### src/rtl/xulie_pkg.sv
// Shared types and defaults for the xulie serial transmitter and its pattern recogniser.
package xulie_pkg;

   typedef enum logic [1:0] {
      StIdle,
      StShift,
      StDone
   } state_e;

   localparam int unsigned WidthDefault = 16;
   localparam logic [3:0] PatternDefault = 4'b0110;
   localparam int unsigned MatchCntW = 5;
   localparam logic [MatchCntW-1:0] MatchCntMax = '1;

endpackage

### src/rtl/xulie_match_cnt.sv
// Moore recogniser counting overlapping 4-bit PATTERN occurrences in a qualified bit stream.
module xulie_match_cnt
   import xulie_pkg::*;
#(
   parameter logic [3:0] PATTERN = PatternDefault
) (
   input  logic                 clk,
   input  logic                 reset,
   input  logic                 clear,
   input  logic                 bit_valid,
   input  logic                 bit_in,
   output logic [MatchCntW-1:0] match_cnt
);

   logic [2:0]           hist_q, hist_d;
   logic [1:0]           fill_q, fill_d;
   logic [MatchCntW-1:0] cnt_q, cnt_d;
   logic                 hit;

   always_comb begin
      hist_d = hist_q;
      fill_d = fill_q;
      cnt_d  = cnt_q;
      // fill_q gates matching so stale or cleared history bits never complete a pattern
      hit    = (fill_q == 2'd3) && ({hist_q, bit_in} == PATTERN);
      if (clear) begin
         hist_d = '0;
         fill_d = '0;
         cnt_d  = '0;
      end else if (bit_valid) begin
         hist_d = {hist_q[1:0], bit_in};
         if (fill_q != 2'd3) begin
            fill_d = fill_q + 2'd1;
         end
         if (hit && (cnt_q != MatchCntMax)) begin
            cnt_d = cnt_q + MatchCntW'(1);
         end
      end
   end

   always_ff @(posedge clk or negedge reset) begin
      if (!reset) begin
         hist_q <= '0;
         fill_q <= '0;
         cnt_q  <= '0;
      end else begin
         hist_q <= hist_d;
         fill_q <= fill_d;
         cnt_q  <= cnt_d;
      end
   end

   assign match_cnt = cnt_q;

endmodule

### src/rtl/xulie_tx_serial.sv
// MSB-first serial frame transmitter with IDLE/SHIFT/DONE control and a per-frame
// count of overlapping PATTERN occurrences in the transmitted bits.
module xulie_tx_serial
   import xulie_pkg::*;
#(
   parameter int unsigned WIDTH   = WidthDefault,
   parameter logic [3:0]  PATTERN = PatternDefault
) (
   input  logic                 clk,
   input  logic                 reset,
   input  logic                 load,
   input  logic [WIDTH-1:0]     data_in,
   input  logic [4:0]           len,
   output logic                 Dout,
   output logic                 ready,
   output logic                 busy,
   output logic                 done,
   output logic [MatchCntW-1:0] match_cnt
);

   state_e           state_q, state_d;
   logic [WIDTH-1:0] shift_q, shift_d;
   logic [4:0]       cnt_q, cnt_d;
   logic [4:0]       eff_len;
   logic             accept;

   always_comb begin
      eff_len = (len == 5'd0) ? 5'd16 : len;
      if (32'(eff_len) > WIDTH) begin
         eff_len = 5'(WIDTH);
      end
   end

   always_comb begin
      state_d = state_q;
      shift_d = shift_q;
      cnt_d   = cnt_q;
      accept  = 1'b0;
      unique case (state_q)
         StIdle: begin
            if (load) begin
               accept  = 1'b1;
               shift_d = data_in;
               cnt_d   = eff_len;
               state_d = StShift;
            end
         end
         StShift: begin
            shift_d = {shift_q[WIDTH-2:0], 1'b0};
            cnt_d   = cnt_q - 5'd1;
            // Counter runs len..1, so it never wraps through zero
            if (cnt_q == 5'd1) begin
               state_d = StDone;
            end
         end
         StDone: begin
            state_d = StIdle;
         end
         default: begin
            state_d = StIdle;
         end
      endcase
   end

   always_ff @(posedge clk or negedge reset) begin
      if (!reset) begin
         state_q <= StIdle;
         shift_q <= '0;
         cnt_q   <= '0;
      end else begin
         state_q <= state_d;
         shift_q <= shift_d;
         cnt_q   <= cnt_d;
      end
   end

   assign ready = (state_q == StIdle);
   assign busy  = (state_q == StShift);
   assign done  = (state_q == StDone);
   assign Dout  = busy & shift_q[WIDTH-1];

   xulie_match_cnt #(
      .PATTERN (PATTERN)
   ) u_match_cnt (
      .clk       (clk),
      .reset     (reset),
      .clear     (accept),
      .bit_valid (busy),
      .bit_in    (Dout),
      .match_cnt (match_cnt)
   );

endmodule

### config.mk
export PLATFORM = sky130hd
export DESIGN_NAME = xulie_tx_serial
export DESIGN_NICKNAME = d
export VERILOG_FILES = /design/src/rtl/xulie_pkg.sv /design/src/rtl/xulie_match_cnt.sv /design/src/rtl/xulie_tx_serial.sv
export SDC_FILE = /design/constraint.sdc
export NUM_CORES = 1
export LEC_CHECK = 0
export CORE_ASPECT_RATIO = 1.2
export CORE_UTILIZATION = 66
export CTS_BUF_LIST = sky130_fd_sc_hd__clkbuf_16
export CTS_CLUSTER_DIAMETER = 50
export DETAILED_ROUTE_END_ITERATION = 16
export DONT_BUFFER_PORTS = 1
export HOLD_SLACK_MARGIN = 0.15
export PLACE_DENSITY = 0.82
export SLEW_MARGIN = 20
export SYNTH_ARGS = -nofsm -noshare
export SYNTH_HDL_FRONTEND = slang
export SYNTH_SLANG_ARGS = --single-unit
### constraint.sdc
create_clock -name clk -period 5 [get_ports clk]
set_clock_uncertainty 0.2 [all_clocks]
set_input_delay 1 -clock clk [delete_from_list [all_inputs] [get_ports clk]]
set_output_delay 1 -clock clk [all_outputs]
set_load 0.1 [all_outputs]
-- Word-level counts from Yosys, hierarchy flattened
Index checks and enable logic that the tools add are counted.
- add/sub/neg operators: 3
- $lt $le $gt $ge: 1
- equality and inequality tests: 9
- multiplexer cells: 19
- bitwise gates (word level): 1
- reduce and logical (&&, ||, !) cells: 12
- operators with widths (operator ; number):
    $pmux W16 S2 ; 1
    $mux W5 ; 6
    $mux W16 ; 1
    $mux W2 ; 5
    $pmux W5 S2 ; 1
    $reduce_and A2 Y1 ; 4
    $reduce_bool A2 Y1 ; 4
    $mux W3 ; 2
    $add A5 B1 Y5 const B ; 1
    $eq A5 B1 Y1 const B ; 1
    $gt A5 B5 Y1 const B ; 1
    $logic_not A5 Y1 ; 1
    $ne A5 B5 Y1 const B ; 1
    $sub A5 B1 Y5 const B ; 1
    $eq A2 B2 Y1 const B ; 2
    $eq A4 B3 Y1 const B ; 1
    $ne A2 B2 Y1 const B ; 2
    $pmux W2 S2 ; 1
    $add A2 B1 Y2 const B ; 1
    $eq A2 B1 Y1 const B ; 1
    $logic_and A1 B1 Y1 ; 2
    $logic_not A2 Y1 ; 1
    $mux W1 ; 2
    $ne A2 B1 Y1 const B ; 1
    $and A1 B1 Y1 ; 1
- register bits: 33
- input port bits: 24
- output and inout bits: 9
- word-level logic and storage cells: 51

-- Logic depth before layout (Yosys ltp)
Gate-level depths: netlist of the first run.
- depth after elaboration: 8
- mapped depth: 6
- mapped depth without buffers: 6

-- By module
Synthesis of the first run repeated with hierarchy kept, for this count alone.
- cells, all modules: 183
- area, all modules: 1776.7 um^2
- by module, submodules not included (module ; times used ; cells each ; area an instance (um^2) ; sequential area each (um^2)):
    xulie_tx_serial ; 1 ; 134 ; 1239.9 ; 575.6
    xulie_match_cnt ; 1 ; 49 ; 536.8 ; 250.2

-- Least setup slack after synthesis of the first run
No wires, ideal clock.
- path type: register -> output
- start: register state_q[1]
- end: output Dout
- arrival time: 2.200 ns
- data required time: 3.800 ns
- setup slack: 1.600 ns
- cell stages (with the launch flop): 5
- buffers on the path: 1
- cells stage by stage: dfrtp_1 -> buf_6 -> nand2b_1 -> inv_1 -> and2_1
- longest elaborated chain between the ends: 2
- ends and longest elaborated chain (what ; RTL line ; source):
    from (decl) ; xulie_tx_serial.sv:21 ; state_e state_q, state_d;
    from (signal assigned) ; xulie_tx_serial.sv:67 ; state_q <= StIdle;
    from (signal assigned) ; xulie_tx_serial.sv:71 ; state_q <= state_d;
    $eq A2 B1 Y1 ; xulie_tx_serial.sv:78 ; assign busy = (state_q == StShift);
    via busy ; xulie_tx_serial.sv:16 ; output logic busy,
    $and A1 B1 Y1 ; xulie_tx_serial.sv:80 ; assign Dout = busy & shift_q[WIDTH-1];
    to (decl) ; xulie_tx_serial.sv:14 ; output logic Dout,
The timed path passes the listed nets, and every way through them passes these cells.

-- Final worst setup path of the first run
- start: register state_q[1]
- end: output Dout
- longest elaborated chain between the ends: 2
- ends and longest elaborated chain (what ; RTL line):
    $eq A2 B1 Y1 ; xulie_tx_serial.sv:78
    $and A1 B1 Y1 ; xulie_tx_serial.sv:80
No other way between the ends.

==> results of run 1 <==
through the flow:
stage               setup slack (ps)  total power [mW]
global route                    1614             1.342
finish                          1674             1.259
CTS                             1694             1.260
detailed placement              1929            0.9626
global placement                2009            0.9348
floorplan                       1600            0.8811
cells by family (layout without fill, tap and decap cells):
kind of cell | count (synthesis) | after routing | share of synthesized area (%)
flip-flops | 33 | 33 | 49.29
XOR/XNOR | 1 | 1 | 0.5229
AO/OA/AOI/OAI | 37 | 37 | 14.04
adder cells (fa/ha/maj) | 5 | 5 | 3.734
buffers and inverters | 15 | 15 | 4.854
AND/OR/NAND/NOR | 90 | 90 | 26.96
multiplexers | 1 | 1 | 0.5975
layer usage:
| layer | track usage (%) | vias up | share of wire, % |
|---|---|---|---|
| met4 | 13.49 | 0 | 1.6 |
| li1 | - | 632 | - |
| met5 | 0 | - | 0 |
| met2 | 46.33 | 40 | 52 |
| met1 | 37.20 | 626 | 41 |
| met3 | 11.08 | 4 | 5.3 |
cells in the final DEF, fill, tap and decap left out, types with 2 or more instances in the layout:
master	instances
buf_4	3
nand3_1	7
nand4b_1	2
nor4b_1	2
nand2_1	38
nand2b_1	3
o21bai_1	2
nor2_1	18
a31oi_1	16
and2_1	3
a21oi_1	7
dfrtp_1	33
clkbuf_16	5
clkinv_2	2
o21ai_0	5
ha_1	5
nand3b_1	2
inv_1	4
power groups by stage:
stage / Sequential (mW) / Clock (mW) / Combinational [mW]
after floorplan: 0.462 / 0 / 0.419
after global placement: 0.485 / 0 / 0.450
after detailed placement: 0.493 / 0 / 0.470
after CTS: 0.490 / 0.296 / 0.475
after global routing: 0.507 / 0.310 / 0.525
final: 0.492 / 0.294 / 0.473
registers in the layout (all words and copies together), names as in the netlist:
signal                 cells
u_match_cnt.hist_q         3
u_match_cnt.match_cnt      5
shift_q                   16
cnt_q                      5
state_q                    2
u_match_cnt.fill_q         2
layout make-up:
cell class	instances	area share (%)
clock buffers	5	6.882
clock inverters	3	0.9635
inverters	4	0.8259
multi-input cells	134	42.53
flip-flops and latches	33	45.42
well taps	31	2.134
repair buffers	3	1.239
final timing paths:
path	start	endpoint	slack [ps]
worst max register to register	u_match_cnt.match_cnt[0]$_DFFE_PN0P_	u_match_cnt.match_cnt[3]$_DFFE_PN0P_	1870
max in group asynchronous	reset	shift_q[2]$_DFFE_PN0P_	4310
worst min register to register	shift_q[0]$_DFFE_PN0P_	shift_q[0]$_DFFE_PN0P_	320
min in group clk	shift_q[0]$_DFFE_PN0P_	shift_q[0]$_DFFE_PN0P_	320
worst min-delay path	reset	cnt_q[4]$_DFFE_PN0P_	210
worst max-delay path	state_q[1]$_DFFE_PN0P_	Dout	1670
==> impl.org, run 1 <==
** Power
- The internal power of the cells totals ~0.72 mW.
- Clk network pwr share :: 23.3%
- Reg power frac :: 39.1%
- Power share of the combinational group :: 37.5%
- For this design the total switching power over the nets is about 0.53 mW.
- Net switching is 42.47% of the power.
- VDD sags by at most 0.5707 mV.
- Power per cell area :: between 600 and 700 nW/um2
- Standby leakage power :: 0.8106 nW

** Run
- Across the run, the number of max-cap violations was 0.

** Final layout
- After routing the design area is 1818 um2.
- The post-route netlist has a little over a tenth of its cells at a drive strength greater than 1.
- Count of nets after finishing :: 210
- For this run, the share of the core covered by cells in the final layout is 77.25%.
- The count of cells in the finished layout, fillers not included, comes to ~210.
- The repair_antennas step left the layout with diodes totalling 0.
- From synthesis to final layout, the design area changed by 8.514%.
- Across the whole layout, storage elements account for slightly above 800 um2.
- Footprint of the multi-input gates :: 773.2 um2
- After filler insertion, the fill cell instance count of the layout stands at 158.

** Global routing
- The first global-routing pass estimated approximately 5500 um of wire.
- Via count of the first global-routing pass :: 1240
- The initial antenna violation count came to 0.
- GRT overflow :: 0
- Maximum number of pins on one net before global-route repair :: 41
- Total global routing track utilization :: 30.16%

** STA
- Unrepaired setup endpoints after global routing :: no
- The final-report max-slew violation count is 0.
- The worst pin sits at a relative slew slack of ~28%.
- The worst path in the final design needs a cycle of 3326 ps, including I/O delays and setup.
- Peak Freq :: 300.7 MHz
- In the finished design, the share of the clock period the worst path needs comes to between 60% and 70%.
- At the pin with the least slew margin, the transition time is approximately 1100 ps.
- Total negative slack for setup checks :: 0 ps
- Endpoints failing hold :: 0
- Hold slack final :: 212.1 ps
- Final-report setup violation count :: 0

** Setup path
- At the worst endpoint, the required time is 3800 ps.
- The critical path contains buffers and inverters numbering 2 combined.
- The critical path goes through nand2b_1 > buf_4 > inv_1 > and2_1.
- Delay of the slowest cell on the worst path :: 790 ps
- Type of the setup path with the least slack :: reg -> out
- The critical path crosses 4 cells after its start point.
- Grouping stages by cell kind, the critical path spends the most delay in simple AND/OR/NAND/NOR gates.
- Slowest cell on the critical path :: and2_1
- The worst register-to-register path has a depth of 6.
- Arr. time, crit path :: 2130 ps
- Of all nets on the critical path, the largest fanout is 40.
- STA classifies the critical path endpoint as a primary output.
- STA classifies the critical path startpoint as a flop.

** Logic synthesis
- Synth unique cells :: 40
- Post-Synthesis Cells :: around 180
- Sequential share of the synthesized area :: 49.29%
- Area of the mapped netlist :: ~1700 um2
- Post-synth ARST share :: 100.0%
- The most common cell in the synthesized netlist is nand2_1.
- Average size of a mapped cell :: ~9.2 um2
- Summed over all instances, the cell type with the most area after synthesis is dfrtp_1.
- Most numerous cell types in the synthesized netlist :: nand2_1 (38), dfrtp_1 (33), nor2_1 (19)
- Synth top area share :: 49.29%
- Most frequently used flop master after synthesis :: dfrtp_1
- In this run, synthesis inferred 0 flip-flops with an integrated enable.
- Most area-consuming cells after synthesis :: dfrtp_1 (49%), nand2_1 (8.5%), a31oi_1 (6.0%), nor2_1 (4.3%), ha_1 (3.7%)
- The number of nets handed over by synthesis was 211.
- In this run, synthesis produced a sequential element count of 33.
- Count of yosys warnings during synthesis :: 0

** Placed design
- DP Cell Count :: 205
- After detailed placement, the total cell area comes to 1675 um2.
- Buffers on Ports :: 0
- At the end of routability-driven placement, the weighted congestion stood at about 0.75.
- Once detailed placement completed, the half-perimeter wirelength came to 2260 um.

** Clocking
- Setup repair bufs after CTS :: 0
- Counting along the longest clock path gives a buffer depth of 2.
- Clock transition at the registers of the reported paths :: 50 ps
- Clock sink count :: 33
- TritonCTS clock tree :: yes
- Clock tree synthesis inserted a total of 5 buffers.
- The H-tree was split into 2 levels.
- The number of gates resized after CTS was 0.
- After clock tree synthesis, the flow added hold-fix buffers numbering 0.
- CTS placed an instance of clkbuf_16 at the clock tree root.
- Clock insertion delay at the later pin of the skew report :: 280 ps

** Detailed routing
- In the routed design, unresolved DRC markers number 0.
- Once detail routing completed, the nets flagged for antenna violations numbered 0.
- After detailed routing, the total wire length is 3555 um.
- The pre-antenna-repair detailed-routing pass consisted of 4 iterations.
- Via density per instance :: 6.113
- For this block, the via count after detailed routing is 1302.
- Wire length per cell after detailed routing :: 16.69 um
- The detailed router finished its first iteration with between 50 and 60 violations.

** Outcome
- The run finished with clean final reports.

** Floorplan
- The core region is roughly 2400 um2.
- I/O Pins :: 33
- Height of the chip :: ~57 um
- Row Count :: 19
- Horiz. Die Dim :: 47.99 um
- Floorplan die area :: 2745 um2
- Initial cell density of the core :: between 70% and 80%

** Min path
- The worst hold path belongs to the class in -> async.
(Power assumes the default switching activity.)
==> run 2: changes to the inputs <==
- CORE_UTILIZATION: 66 -> 62
- PLACE_DENSITY: 0.82 -> 0.78
- clock period: 5 -> 3.31 ns (I/O delays scaled with it)
==> run 2 against run 1 <==
  * Non-clock buffer count up 10
  * Total power up 52%
  * Combinational power is 67% higher
  * First-iteration DRC count rose by 24%
  * Via count increased by 3.0%
  * Final cell count up 5.2%
  * Routed wire length is 6.0% lower
  * Register-to-register slack got worse by 1000 ps
  * Die area grew 6.2%
  * Critical path type is now reg -> reg
==> impl.org, run 2 (synthesized netlist as in run 1, its figures left out) <==
** Floorplan
- After floorplanning, the core was sized to cover 2552 um2.
- Measured along the y axis, the die boundary spans 58.95 um.
- Once the floorplan was initialized, standard cells occupied 65.64% of the core.
- The die is slightly below 50 um wide.
- Floorplan die area :: 2915 um2
- Row Count :: 20
- 33 I/O pins were placed.

** Min path
- The tightest min-delay check is of the reg -> reg type.
- HP Start :: shift_q[0]$_DFFE_PN0P_

** Setup path
- STA puts the critical path data arrival time at between 2000 and 2500 ps.
- In this run the number of cells on the critical path is 6.
- In this run the worst path has a maximum fanout of 6.
- Slack of the worst reg-to-reg path :: around 830 ps
- Combined buffer and inverter count along the critical path :: 0
- The most critical setup path has its startpoint at u_match_cnt.match_cnt[0]$_DFFE_PN0P_.
- Startpoint type of the worst setup path :: flop
- Crit Reg-Reg Endpoint :: u_match_cnt.match_cnt[3]$_DFFE_PN0P_
- Worst setup path end :: u_match_cnt.match_cnt[3]$_DFFE_PN0P_
- CP most frequent cell :: ha_1
- Beginning of the worst register-to-register path :: u_match_cnt.match_cnt[0]$_DFFE_PN0P_
- The largest individual stage delay along the critical path comes from the cell or4b_4.
- Delay of the slowest cell on the worst path :: between 500 and 600 ps
- Length in cells of the worst reg-to-reg path :: 6
- Worst endpoint required time :: about 3300 ps
- Cell type group with the largest total delay on the critical path :: simple AND/OR/NAND/NOR gates
- Traced cell by cell, the critical path runs through ha_1 > and3_1 > ha_1 > or4b_4 > or4_1 > a21oi_1.
- The worst setup path is captured at a flop.
- The critical path is of the reg -> reg type.

** Detailed routing
- Final ANT Viol Nets :: 0
- Iteration count of the initial detailed-routing pass :: 4
- Routed wire length on met2 :: 1749 um
- The first routing iteration left 63 violations.
- Top routing layer used :: met4
- For this run, design rule violations remaining after detail routing come to 0.
- Wire segments on met3 add up to about 140 um in the final route.
- Post-Route M1 WL :: 1371 um
- Summing over every cut layer, the via total after detailed routing is 1341.
- Wire length per cell after detailed routing :: around 15 um
- Post-Route WL :: 3340 um
- In the routed layout, each cell is associated on average with a via count of 5.987.

** STA
- Final worst path period share :: between 70% and 80%
- Endpoints failing hold :: 0
- Tmin final :: 2481 ps
- For the pin with the worst max-slew slack, the measured transition is 470.5 ps.
- Total negative slack for setup checks :: 0 ps
- Final-report setup violation count :: 0
- Setup repair after global routing left no endpoint under its margin.
- Peak Freq :: roughly 400 MHz
- The final-report max-slew violation count came to 0.
- Headroom to the max-slew limit :: 68.19%

** Final layout
- More flip-flops sit in one register than any other, and that register is shift_q.
- Number of flip-flops in the largest register :: 16
- The repair_antennas step left the layout with diodes totalling 0.
- Count of nets after finishing :: between 200 and 250
- The multi-input combinational cells in the finished layout cover a total of 773.2 um2.
- Compared with the post-synthesis result, the final layout area differs by 13.44%.
- Fill cells in the final layout number 187.
- Final non-filler cell total :: 224
- Commonest non-fill, non-tap cell in the layout :: nand2_1
- Leaving out fill and tap cells, the most frequent cells in the layout are nand2_1 (38), dfrtp_1 (33), nor2_1 (18).
- Cells with a size suffix above 1 make up 13.09% of the layout.
- Across the whole layout, storage elements account for 825.8 um2.

** Power
- For this design the ratio of total power to cell area is between 1000 and 1500 nW/um2.
- Sequential cells account for 36.7% of the total power.
- Power share of the combinational group :: 41.4%
- Standby leakage power :: 0.8657 nW
- Summed over all nets, the switching power comes to 0.7987 mW.
- Largest vdd supply drop :: 0.7380 mV
- Fraction of power spent switching nets :: 41.79%
- Clk network pwr share :: 22.0%
- The internal power of the cells totals approximately 1.1 mW.

** Clocking
- The clock net in this run drives a total of 33 sinks.
- The H-tree was split into 2 levels.
- TritonCTS created 5 clock buffers.
- Clock insertion delay at the later pin of the skew report :: 270 ps
- The number of setup buffers added after CTS is 0.
- Clock tree synthesis selected as its root buffer the cell clkbuf_16.
- No sink is reached through more buffers than the 2 on the longest clock path.
- Clock-pin slew was measured on the worst setup and hold paths at around 50 ps.
- TritonCTS built the clock tree.

** Outcome
- Run status :: completed

** Placed design
- DP Cell Count :: between 200 and 250
- Once detailed placement completed, the half-perimeter wirelength came to 2183 um.
- Buffers on Ports :: 0
- The congestion estimate from routability-driven global placement came to 0.8121.

** Global routing
- Maximum number of pins on one net before global-route repair :: 40
- First-pass GRT wire length :: 5796 um
- Via count of the first global-routing pass :: approximately 1400
- Total global routing track utilization :: 26.75%
- GRT overflow :: 0
- Initial antenna violation count :: 0

** Run
- Across the run, the number of max-cap violations was 0.
run 2: cell types whose count changed in the layout (fill, tap and decap cells not counted):
cell | before | now
buf_4 | 3 | 11
clkinvlp_4 | 1 | 0
inv_1 | 4 | 5
buf_12 | 0 | 1
clkinv_2 | 2 | 0
clkinv_1 | 0 | 1
dlygate4sd3_1 | 0 | 1
run 2: timing repair:
item	CTS	global route
hold buffers	2	0
resized for setup	0	0
endpoints found under the hold margin	33	0
run 2: cell type report:
cell class | instances | area share, %
timing repair buffer | 13 | 5.925
inverter | 4 | 0.7900
multi-input combinational | 134 | 40.68
tap | 33 | 2.172
clock buffer | 5 | 6.583
clock inverter | 2 | 0.3950
sequential | 33 | 43.45
run 2: power groups by stage:
stage	combinational [mW]	sequential [mW]	clock [mW]
finish	0.790	0.701	0.420
global route	0.896	0.722	0.439
CTS	0.799	0.699	0.425
detailed placement	0.776	0.701	0
global placement	0.749	0.690	0
floorplan	0.634	0.697	0
run 2: stage by stage:
step	hold WS (ps)	power [mW]	utilization, %	cell area, um2	setup slack, ps
5_1_grt	307.6	2.057	74.46	1901	740.6
3_3_place_gp	167.1	1.439	68.09	1738	915.8
6_report	296.7	1.911	74.46	1901	828.8
4_1_cts	298.7	1.923	74.46	1901	819.1
3_5_place_dp	167.1	1.477	68.09	1738	830.1
2_1_floorplan	166.4	1.331	-	1675	247.6
run 2: layer usage:
| metal | GRT usage (%) | up-vias |
|---|---|---|
| met5 | 0 | - |
| li1 | - | 653 |
| met1 | 31.57 | 643 |
| met3 | 4.393 | 9 |
| met2 | 44.81 | 36 |
| met4 | 18.78 | 0 |
run 2: worst min path at each step:
| stage | end | cells after the start |
|---|---|---|
| after floorplan | cnt_q[0]$_DFFE_PN0P_ | 0 |
| after detailed placement | cnt_q[4]$_DFFE_PN0P_ | 0 |
| after CTS | shift_q[0]$_DFFE_PN0P_ | 2 |
| after global routing | shift_q[0]$_DFFE_PN0P_ | 2 |
| final | shift_q[0]$_DFFE_PN0P_ | 2 |
| after global placement | cnt_q[4]$_DFFE_PN0P_ | 0 |
run 2: worst min-delay path, stage by stage, from the launching register on:
cell	delay, ps
dfrtp_1	340
nand3_1	60
nand2_1	60
==> run 3: changes to the inputs <==
- CORE_UTILIZATION: 62 -> 56
- PLACE_DENSITY: 0.78 -> 0.74
- clock period: 3.31 -> 2.2 ns (I/O delays scaled with it)
==> run 3 against run 2 <==
  * The flow now finishes with violations (setup timing)
  * Critical path type unchanged
  * Sequential power is 48% higher
  * Flip-flop and latch count stayed put
  * Critical endpoint unchanged
  * Via count is 8.5% higher
==> impl.org, run 3 (synthesized netlist as in run 1, its figures left out) <==
** Floorplan
- I/O Pins :: 33
- The die covers 3215 um2.
- Placeable Area :: 2811 um2
- Measured along the y axis, the die boundary spans 61.92 um.
- The floorplan has 21 rows.
- Initial cell density of the core :: 59.59%
- Horiz. Die Dim :: ~52 um

** STA
- Timing would allow up to 422.2 MHz.
- Hold slack final :: 155.4 ps
- The number of hold violations in the final report was 0.
- The worst pin sits at a relative slew slack of 75.44%.
- In the finished design, the share of the clock period the worst path needs comes to 107.7%.
- Final-report setup violation count :: 4
- Setup repair after global routing could not meet its margin everywhere.
- Worst-case setup margin in the final layout :: -168.8 ps
- Transition at the pin with the smallest max-transition slack :: between 300 and 400 ps
- The smallest clock period supported by the final layout is computed as 2369 ps.
- Number of max-slew violations in the final report :: 0

** Detailed routing
- In the final routed layout, each cell accounts on average for 15.72 um.
- Via density per instance :: 5.867
- Wires add up to between 3000 and 4000 um.
- After the first detailed-routing iteration, the DRC count stood at 33.
- Across all layers, the routed design uses around 1500 vias.
- In the routed design, unresolved DRC markers number 0.
- In this run the remaining antenna-violating nets after routing total 0.
- The first TritonRoute pass finished after 4 iterations.

** Placed design
- Once placement finished, the instance area stood at 1823 um2.
- The HPWL after detailed placement is 2384 um.
- Port buffering added 0 buffers.
- Routability-driven placement finished with a final weighted congestion of roughly 0.8.
- Once placement completed, the tool counted placed cells totaling 220.

** Final layout
- Register ranked first by flip-flop count :: shift_q
- Commonest non-fill, non-tap cell in the layout :: nand2_1
- Final Core Density :: 77.88%
- Compared with the post-synthesis result, the final layout area differs by 30.69%.
- Summing all non-filler instances in the final layout gives an area of roughly 2200 um2.
- Final non-filler cell total :: 248
- The post-route netlist has between 20% and 30% of its cells at a drive strength greater than 1.
- Most frequent cells in the layout :: nand2_1 (38), dfrtp_1 (29), nor2_1 (18)
- After the last flow step, the layout net total stands at 242.
- The repair_antennas step left the layout with diodes totalling 0.
- The register with the most flip-flops in the layout has 16 of them.

** Clocking
- Clock latency on the worst-skew pair, taken at its later pin, is between 200 and 300 ps.
- CTS saw 33 sinks.
- H-tree level count :: 2
- TritonCTS built the clock tree.
- CTS placed an instance of clkbuf_16 at the clock tree root.
- In this run, CTS created clock tree buffers numbering 5.
- Clock transition at the registers of the reported paths :: 50 ps
- In this run the deepest clock path goes through 2 buffers.

** Setup path
- The critical path goes through ha_4 > and3_4 > ha_4 > or4b_4 > or4_4 > a21oi_2.
- Worst endpoint required time :: 2200 ps
- Crit Reg-Reg Endpoint :: u_match_cnt.match_cnt[3]$_DFFE_PN0P_
- Slowest cell on the critical path :: or4b_4
- The largest single stage delay on the critical path is 540 ps.
- For flop-to-flop paths, the worst setup slack is -170 ps.
- Data arrives at the worst endpoint at 2370 ps.
- The worst setup path is captured at a flop.
- Along the worst path, the maximum fanout reaches 5.
- STA classifies the critical path startpoint as a flop.
- For the worst flop-to-flop path, the logic depth is 6.
- The critical path is of the reg -> reg type.
- Counting stages on the worst path, the most repeated cell is ha_4.
- In this run the critical register-to-register path is launched from u_match_cnt.match_cnt[1]$_DFFE_PN0P_.

** Global routing
- Entering global routing, the biggest net connects 40 pins.
- Via count of the first global-routing pass :: 1436
- Initial antenna violation count :: 0
- GRT overflow :: 0
- Total global routing track utilization :: 27.41%
- The first global-routing pass estimated 6203 um of wire.

** Min path
- The tightest min-delay check is of the in -> reg type.
- Number of cells on the worst hold path :: 2
- Capture endpoint of the worst hold path :: cnt_q[2]$_DFFE_PN0P_
- In this run the most critical hold path is launched from len[2].

** Outcome
- Run status :: finished with violations
- Failing checks :: setup timing

** Run
- Across the run, the number of max-cap violations was 0.

** Power
- The analysis attributes to cell leakage a power of 0.9595 nW.
- Largest vdd supply drop :: 0.8975 mV
- The completed layout was analyzed and its total power is approximately 3.0 mW.
- Dividing total power by cell area gives a power density of 1365 nW/um2.
==> run 3: worst max path at each step <==
stage	start	to	slack (ps)	cells after the start
after detailed placement	u_match_cnt.match_cnt[1]$_DFFE_PN0P_	u_match_cnt.match_cnt[3]$_DFFE_PN0P_	-180	6
after global routing	u_match_cnt.match_cnt[1]$_DFFE_PN0P_	u_match_cnt.match_cnt[3]$_DFFE_PN0P_	-190	6
after floorplan	u_match_cnt.match_cnt[1]$_DFFE_PN0P_	u_match_cnt.match_cnt[3]$_DFFE_PN0P_	-290	6
after CTS	u_match_cnt.match_cnt[1]$_DFFE_PN0P_	u_match_cnt.match_cnt[3]$_DFFE_PN0P_	-180	6
after global placement	u_match_cnt.match_cnt[1]$_DFFE_PN0P_	u_match_cnt.match_cnt[3]$_DFFE_PN0P_	-110	6
final	u_match_cnt.match_cnt[1]$_DFFE_PN0P_	u_match_cnt.match_cnt[3]$_DFFE_PN0P_	-170	6
==> run 3: report_power, final <==
group	switching (mW)	internal (mW)
logic	0.830	0.464
clock network	0.241	0.410
registers	0.180	0.865
total	1.25	1.74
==> run 3: metrics by stage <==
step / worst slack, ps / TNS, ps
floorplan: -291.5 / -628.1
global placement: -107.8 / -142.8
detailed placement: -176.0 / -353.1
CTS: -181.4 / -571.9
global route: -186.1 / -630.7
finish: -168.8 / -501.6
==> run 3: final cells by class <==
type / count / area (um2)
clock buffers: 5 / 125.1
clock inverters: 3 / 13.76
fillers: 191 / 621.8
inverters: 4 / 18.77
multi-input cells: 134 / 834.6
flip-flops and latches: 33 / 835.8
well taps: 34 / 42.54
repair buffers: 35 / 319.1
==> run 3: repair_timing <==
action                                  4_1_cts  5_1_grt
endpoints found under the setup margin        4        4
hold endpoints to repair                     48        0
setup buffers                                 3        1
resized for setup                             4        5
hold buffers                                 17        0
pin swaps                                     2        5
==> run 3: critical path: cells and delay by family, from the launching register on <==
family / cells / cell delay [ps]
AO/OA/AOI/OAI: 1 / 130
flip-flops: 1 / 490
adder cells (fa/ha/maj): 2 / 320
AND/OR/NAND/NOR: 3 / 1150
==> run 3: metal layers <==
metal | GRT usage (%) | wire length, um | vias to the layer above
met3 | 7.299 | 159 | 12
met1 | 30.03 | 1632 | 708
met2 | 47.62 | 1976 | 32
met5 | 0 | 0 | -
met4 | 16.60 | 130 | 0
li1 | - | - | 703
